## src/rtl/stopwatch_cu.sv

```systemverilog
// Stopwatch control unit: run/stop/clear FSM, tick prescaler and the
// msec/sec/min/hour counter chain feeding the FND display controller.
module stopwatch_cu #(
  parameter int CLK_FREQ = 100_000_000,
  parameter int TICK_HZ  = 100
) (
  input  logic       clk,
  input  logic       rst,
  input  logic       i_btn_run,
  input  logic       i_btn_clear,
  input  logic       i_btn_mode,
  output logic [6:0] o_msec,
  output logic [5:0] o_sec,
  output logic [5:0] o_min,
  output logic [4:0] o_hour,
  output logic       o_sel,
  output logic       o_run
);

  localparam int TICK_DIV = CLK_FREQ / TICK_HZ;
  localparam int PRE_W    = (TICK_DIV > 1) ? $clog2(TICK_DIV) : 1;
  localparam logic [PRE_W-1:0] PRE_MAX = PRE_W'(TICK_DIV - 1);

  localparam logic [1:0] ST_STOP  = 2'd0;
  localparam logic [1:0] ST_RUN   = 2'd1;
  localparam logic [1:0] ST_CLEAR = 2'd2;

  logic [1:0]       state;
  logic [1:0]       state_nxt;
  logic [PRE_W-1:0] prescaler;
  logic             tick;
  logic             msec_wrap;
  logic             sec_wrap;
  logic             min_wrap;
  logic             hour_wrap;

  // Clear has priority over run when both arrive while stopped.
  always_comb begin
    state_nxt = state;
    case (state)
      ST_STOP: begin
        if (i_btn_clear)    state_nxt = ST_CLEAR;
        else if (i_btn_run) state_nxt = ST_RUN;
      end
      ST_RUN: begin
        if (i_btn_run) state_nxt = ST_STOP;
      end
      ST_CLEAR: state_nxt = ST_STOP;
      default:  state_nxt = ST_STOP;
    endcase
  end

  always_ff @(posedge clk or posedge rst) begin
    if (rst) state <= ST_STOP;
    else     state <= state_nxt;
  end

  assign o_run = (state == ST_RUN);

  // Prescaler holds in STOP so a resume keeps the sub-tick fraction.
  always_ff @(posedge clk or posedge rst) begin
    if (rst) begin
      prescaler <= '0;
    end else if (state == ST_CLEAR) begin
      prescaler <= '0;
    end else if (state == ST_RUN) begin
      if (prescaler == PRE_MAX) prescaler <= '0;
      else                      prescaler <= prescaler + 1'b1;
    end
  end

  assign tick      = (state == ST_RUN) && (prescaler == PRE_MAX);
  assign msec_wrap = (o_msec == 7'd99);
  assign sec_wrap  = (o_sec  == 6'd59);
  assign min_wrap  = (o_min  == 6'd59);
  assign hour_wrap = (o_hour == 5'd23);

  // Carries ripple combinationally so all fields update on the same edge.
  always_ff @(posedge clk or posedge rst) begin
    if (rst) begin
      o_msec <= '0;
      o_sec  <= '0;
      o_min  <= '0;
      o_hour <= '0;
    end else if (state == ST_CLEAR) begin
      o_msec <= '0;
      o_sec  <= '0;
      o_min  <= '0;
      o_hour <= '0;
    end else if (tick) begin
      o_msec <= msec_wrap ? '0 : o_msec + 7'd1;
      if (msec_wrap) begin
        o_sec <= sec_wrap ? '0 : o_sec + 6'd1;
        if (sec_wrap) begin
          o_min <= min_wrap ? '0 : o_min + 6'd1;
          if (min_wrap) begin
            o_hour <= hour_wrap ? '0 : o_hour + 5'd1;
          end
        end
      end
    end
  end

  always_ff @(posedge clk or posedge rst) begin
    if (rst)             o_sel <= 1'b0;
    else if (i_btn_mode) o_sel <= ~o_sel;
  end

endmodule

```

## config.mk

```make
export PLATFORM = sky130hd
export DESIGN_NAME = stopwatch_cu
export DESIGN_NICKNAME = d
export VERILOG_FILES = /design/src/rtl/stopwatch_cu.sv
export SDC_FILE = /design/constraint.sdc
export NUM_CORES = 1
export LEC_CHECK = 0
export ABC_AREA = 1
export CAP_MARGIN = 20
export CORE_MARGIN = 2
export CORE_UTILIZATION = 40
export DETAILED_ROUTE_END_ITERATION = 8
export HOLD_SLACK_MARGIN = 0.06
export PLACE_DENSITY_LB_ADDON = 0.3
export SETUP_SLACK_MARGIN = 0.2
export SYNTH_ARGS = -nofsm -noshare
export SYNTH_HDL_FRONTEND = slang
export SYNTH_SLANG_ARGS = --single-unit
```

## constraint.sdc

```tcl
create_clock -name clk -period 1.7 [get_ports clk]
set_input_delay 0.34 -clock clk [delete_from_list [all_inputs] [get_ports clk]]
set_output_delay 0.34 -clock clk [all_outputs]
set_load 0.02 [all_outputs]
```

==> flow_summary.json <==
{
  "p_sw_mw": 1.65,
  "drv_slew": 0,
  "setup_slack_ns": 0.123,
  "diodes": 0,
  "drt_iter0_drc": 115,
  "stdcell_count": 530,
  "startpoint_type": "flip-flop",
  "powerDensity_mw_per_mm2": 1050,
  "crit_top_cell": "nand4_1",
  "fin_crit_ns": 1.58,
  "grt_use_total_pct": 17.8,
  "drcViolationCount": 0,
  "grt_max_degree": 48,
  "clock_latency_ns": 0.31,
  "clk_path_buf_depth": 2,
  "path_max_fanout": 7,
  "crit_chain": "nor2_4 > nand3_2 > nor2_2 > nand4_1 > nand2_2 > buf_6 > nand4_1 > nand2_1",
  "portBuffers": 30,
  "io_pins": 31,
  "finalSetupViolCount": 0,
  "crit_type": "flip-flop to flip-flop",
  "root_buffer": "clkbuf_8",
  "worstHoldPathType": "input pin to asynchronous set/reset pin",
  "power_frac_comb_pct": 45.5,
  "syn_nets": 374,
  "synth_area_per_cell_um2": 7.84,
  "syn_area_mm2": 0.00283,
  "overflow": 0,
  "routed_wl_um": 6850,
  "place_inst": 492,
  "synth-seq-cells": 47,
  "yosys.cell_types.count": 36,
  "seq_power_share_pct": 37.7,
  "ir_worst_vdd_v": 0.000684,
  "clk_pin_slew_ns": 0.09,
  "fin_crit_sh_pct": 92.8,
  "critical-path-slowest-cell": "dfrtp_2",
  "crit_required_ns": 1.95,
  "yosysTopAreaCellShare_pct": 41.5,
  "antenna_found_initial": 0,
  "p_leak_nw": 1.87,
  "grt_pass1_vias": 2399,
  "p_int_mw": 2.42,
  "relSlewSlack_pct": 70.8,
  "cts_made_buffers": 5,
  "place_area_mm2": 0.00337,
  "finalHoldViolCount": 0,
  "avgViaCountPerCell": 4.89,
  "synth_top_cell_by_area": "dfrtp_1",
  "drv_cap": 0,
  "finish.utilization_pct": 57.0,
  "synth_cells": 361,
  "fill_cells": 630,
  "dr.pass1.iters": 4,
  "vias": 2593,
  "tritoncts": "yes",
  "yosysWarnings": 0,
  "pwr-share-clk_pct": 16.8,
  "status": "complete, no violations",
  "synth_area_leaders": "dfrtp_1 42%, nand2_1 12%, nor2_1 7.8%",
  "power_mw": 4.07,
  "initial_core_util_pct": 41.4,
  "drive_above_1_share_pct": 30.0,
  "die_w_um": 88.1,
  "arrival_ns": 1.82,
  "max_stage_delay_ns": 0.46,
  "nNetsFinal": 446,
  "core_region_area_mm2": 0.00683,
  "yosysSeqAreaShare_pct": 41.5,
  "cts.sinks": 47,
  "dieArea_mm2": 0.00777,
  "endpoint_kind": "flip-flop",
  "clock_skew_ns": 0.00930,
  "grt_pass1_wl_um": 11000,
  "fin_area_mm2": 0.00389,
  "rsz0062_at_grt": "yes",
  "dp_slack_ns": 0.0519,
  "tightestPinTransition_ns": 0.434,
  "p_sw_share_pct": 40.5,
  "place_congestion": 0.867,
  "dp_hpwl_um": 4500,
  "num_rows": 30,
  "htreeDepth": 2,
  "max_freq_ghz": 0.634,
  "wl_per_cell_um": 12.9,
  "detail-route-antenna-nets": 0,
  "tns_ns": 0,
  "worst_hold_slack_ns": 0.437,
  "die-height_um": 88.1,
  "syn_to_final_growth_pct": 37.6
}
cell type report:
| cell class | instances | area [µm²] | share of cell area [%] |
|---|---|---|---|
| timing repair buffer | 70 | 639 | 16.4 |
| clock inverter | 2 | 12.5 | 0.321 |
| clock buffer | 6 | 72.6 | 1.86 |
| multi-input combinational | 278 | 1740 | 44.6 |
| sequential | 47 | 1190 | 30.5 |
| inverter | 31 | 125 | 3.21 |
| tap | 96 | 120 | 3.08 |
power groups by stage:
| stage | Clock (mW) | Sequential (mW) | Combinational (mW) |
|---|---|---|---|
| global placement | 0 | 1.53 | 1.43 |
| detailed placement | 0 | 1.55 | 1.45 |
| floorplan | 0 | 1.64 | 0.827 |
| CTS | 0.697 | 1.52 | 1.58 |
| finish | 0.684 | 1.53 | 1.85 |
| global route | 0.740 | 1.56 | 2.03 |
state kept, by name (all words and copies together), names as in the netlist:
register,count
state,2
o_sec,6
o_msec,7
prescaler,20
o_hour,5
o_min,6
o_sel,1
synth_stat cells (all sizes together):
| cell type | instances |
|---|---|
| nand4 | 13 |
| nor2 | 65 |
| nand3b | 3 |
| xnor2 | 4 |
| nor3b | 2 |
| buf | 5 |
| o21a | 1 |
| ha | 8 |
| inv | 31 |
| a211oi | 1 |
| nor3 | 6 |
| o21ai | 11 |
| nand2 | 101 |
| and3 | 2 |
| xor2 | 14 |
| nand3 | 30 |
| dfrtp | 47 |
| o21bai | 1 |
| o31ai | 3 |
| a21oi | 8 |
| a21o | 2 |
| or2 | 3 |
final timing paths:
path,start,end,slack (ns),cells past startpoint
setup / recovery,prescaler[11]$_DFFE_PP0P_,o_hour[1]$_DFFE_PP0P_,0.12,8
max in group asynchronous,rst,o_sec[1]$_DFFE_PP0P_,1.03,3
min in group clk,o_sel$_DFFE_PP0P_,o_sel$_DFFE_PP0P_,0.47,1
setup reg to reg,prescaler[11]$_DFFE_PP0P_,o_hour[1]$_DFFE_PP0P_,0.12,8
hold reg to reg,o_sel$_DFFE_PP0P_,o_sel$_DFFE_PP0P_,0.47,1
hold / removal,rst,prescaler[16]$_DFFE_PP0P_,0.44,3
layer usage:
metal / global-route usage [%] / wire, µm / vias to the layer above
li1: - / - / 1310
met1: 25.7 / 3300 / 1224
met2: 26.5 / 3190 / 46
met3: 3.86 / 210 / 13
met4: 6.47 / 146 / 0
met5: 0 / 0 / -
repair_timing:
item,4_1_cts,5_1_grt
endpoints found under the setup margin,69,50
pin swaps,13,25
resized for setup,42,55
hold buffers,0,0
buffers inserted,11,19
critical path, delay by kind of cell, from the launching register on:
| kind | cells | cell delay [ns] |
|---|---|---|
| and+or+nand+nor | 7 | 0.90 |
| buffers and inverters | 1 | 0.15 |
| DFF | 1 | 0.46 |
layout by cell type, fill, tap and decap left out, drive strengths merged:
cell	instances
clkdlybuf4s50	4
o21bai	1
o31ai	3
nor3b	2
inv	29
nand4	13
xor2	14
dfrtp	47
dlygate4sd2	21
or2	3
clkinv	2
a211oi	1
nor3	6
clkdlybuf4s15	3
nand3	30
nand2	101
and3	2
o21a	1
a21oi	8
a21o	2
ha	8
xnor2	4
clkbuf	7
buf	41
o21ai	11
nand3b	3
clkinvlp	2
nor2	65
cells by family (layout without fill, tap and decap cells):
| logic type | count (synthesis) | count (layout) | synth area share [%] |
|---|---|---|---|
| XOR/XNOR | 18 | 18 | 5.57 |
| AO/OA/AOI/OAI | 27 | 27 | 6.80 |
| adder cells (fa/ha/maj) | 8 | 8 | 3.54 |
| AND/OR/NAND/NOR | 225 | 225 | 37.1 |
| buffers and inverters | 36 | 109 | 5.48 |
| flip-flops | 47 | 47 | 41.5 |
Power figures use the tool's default switching activity.
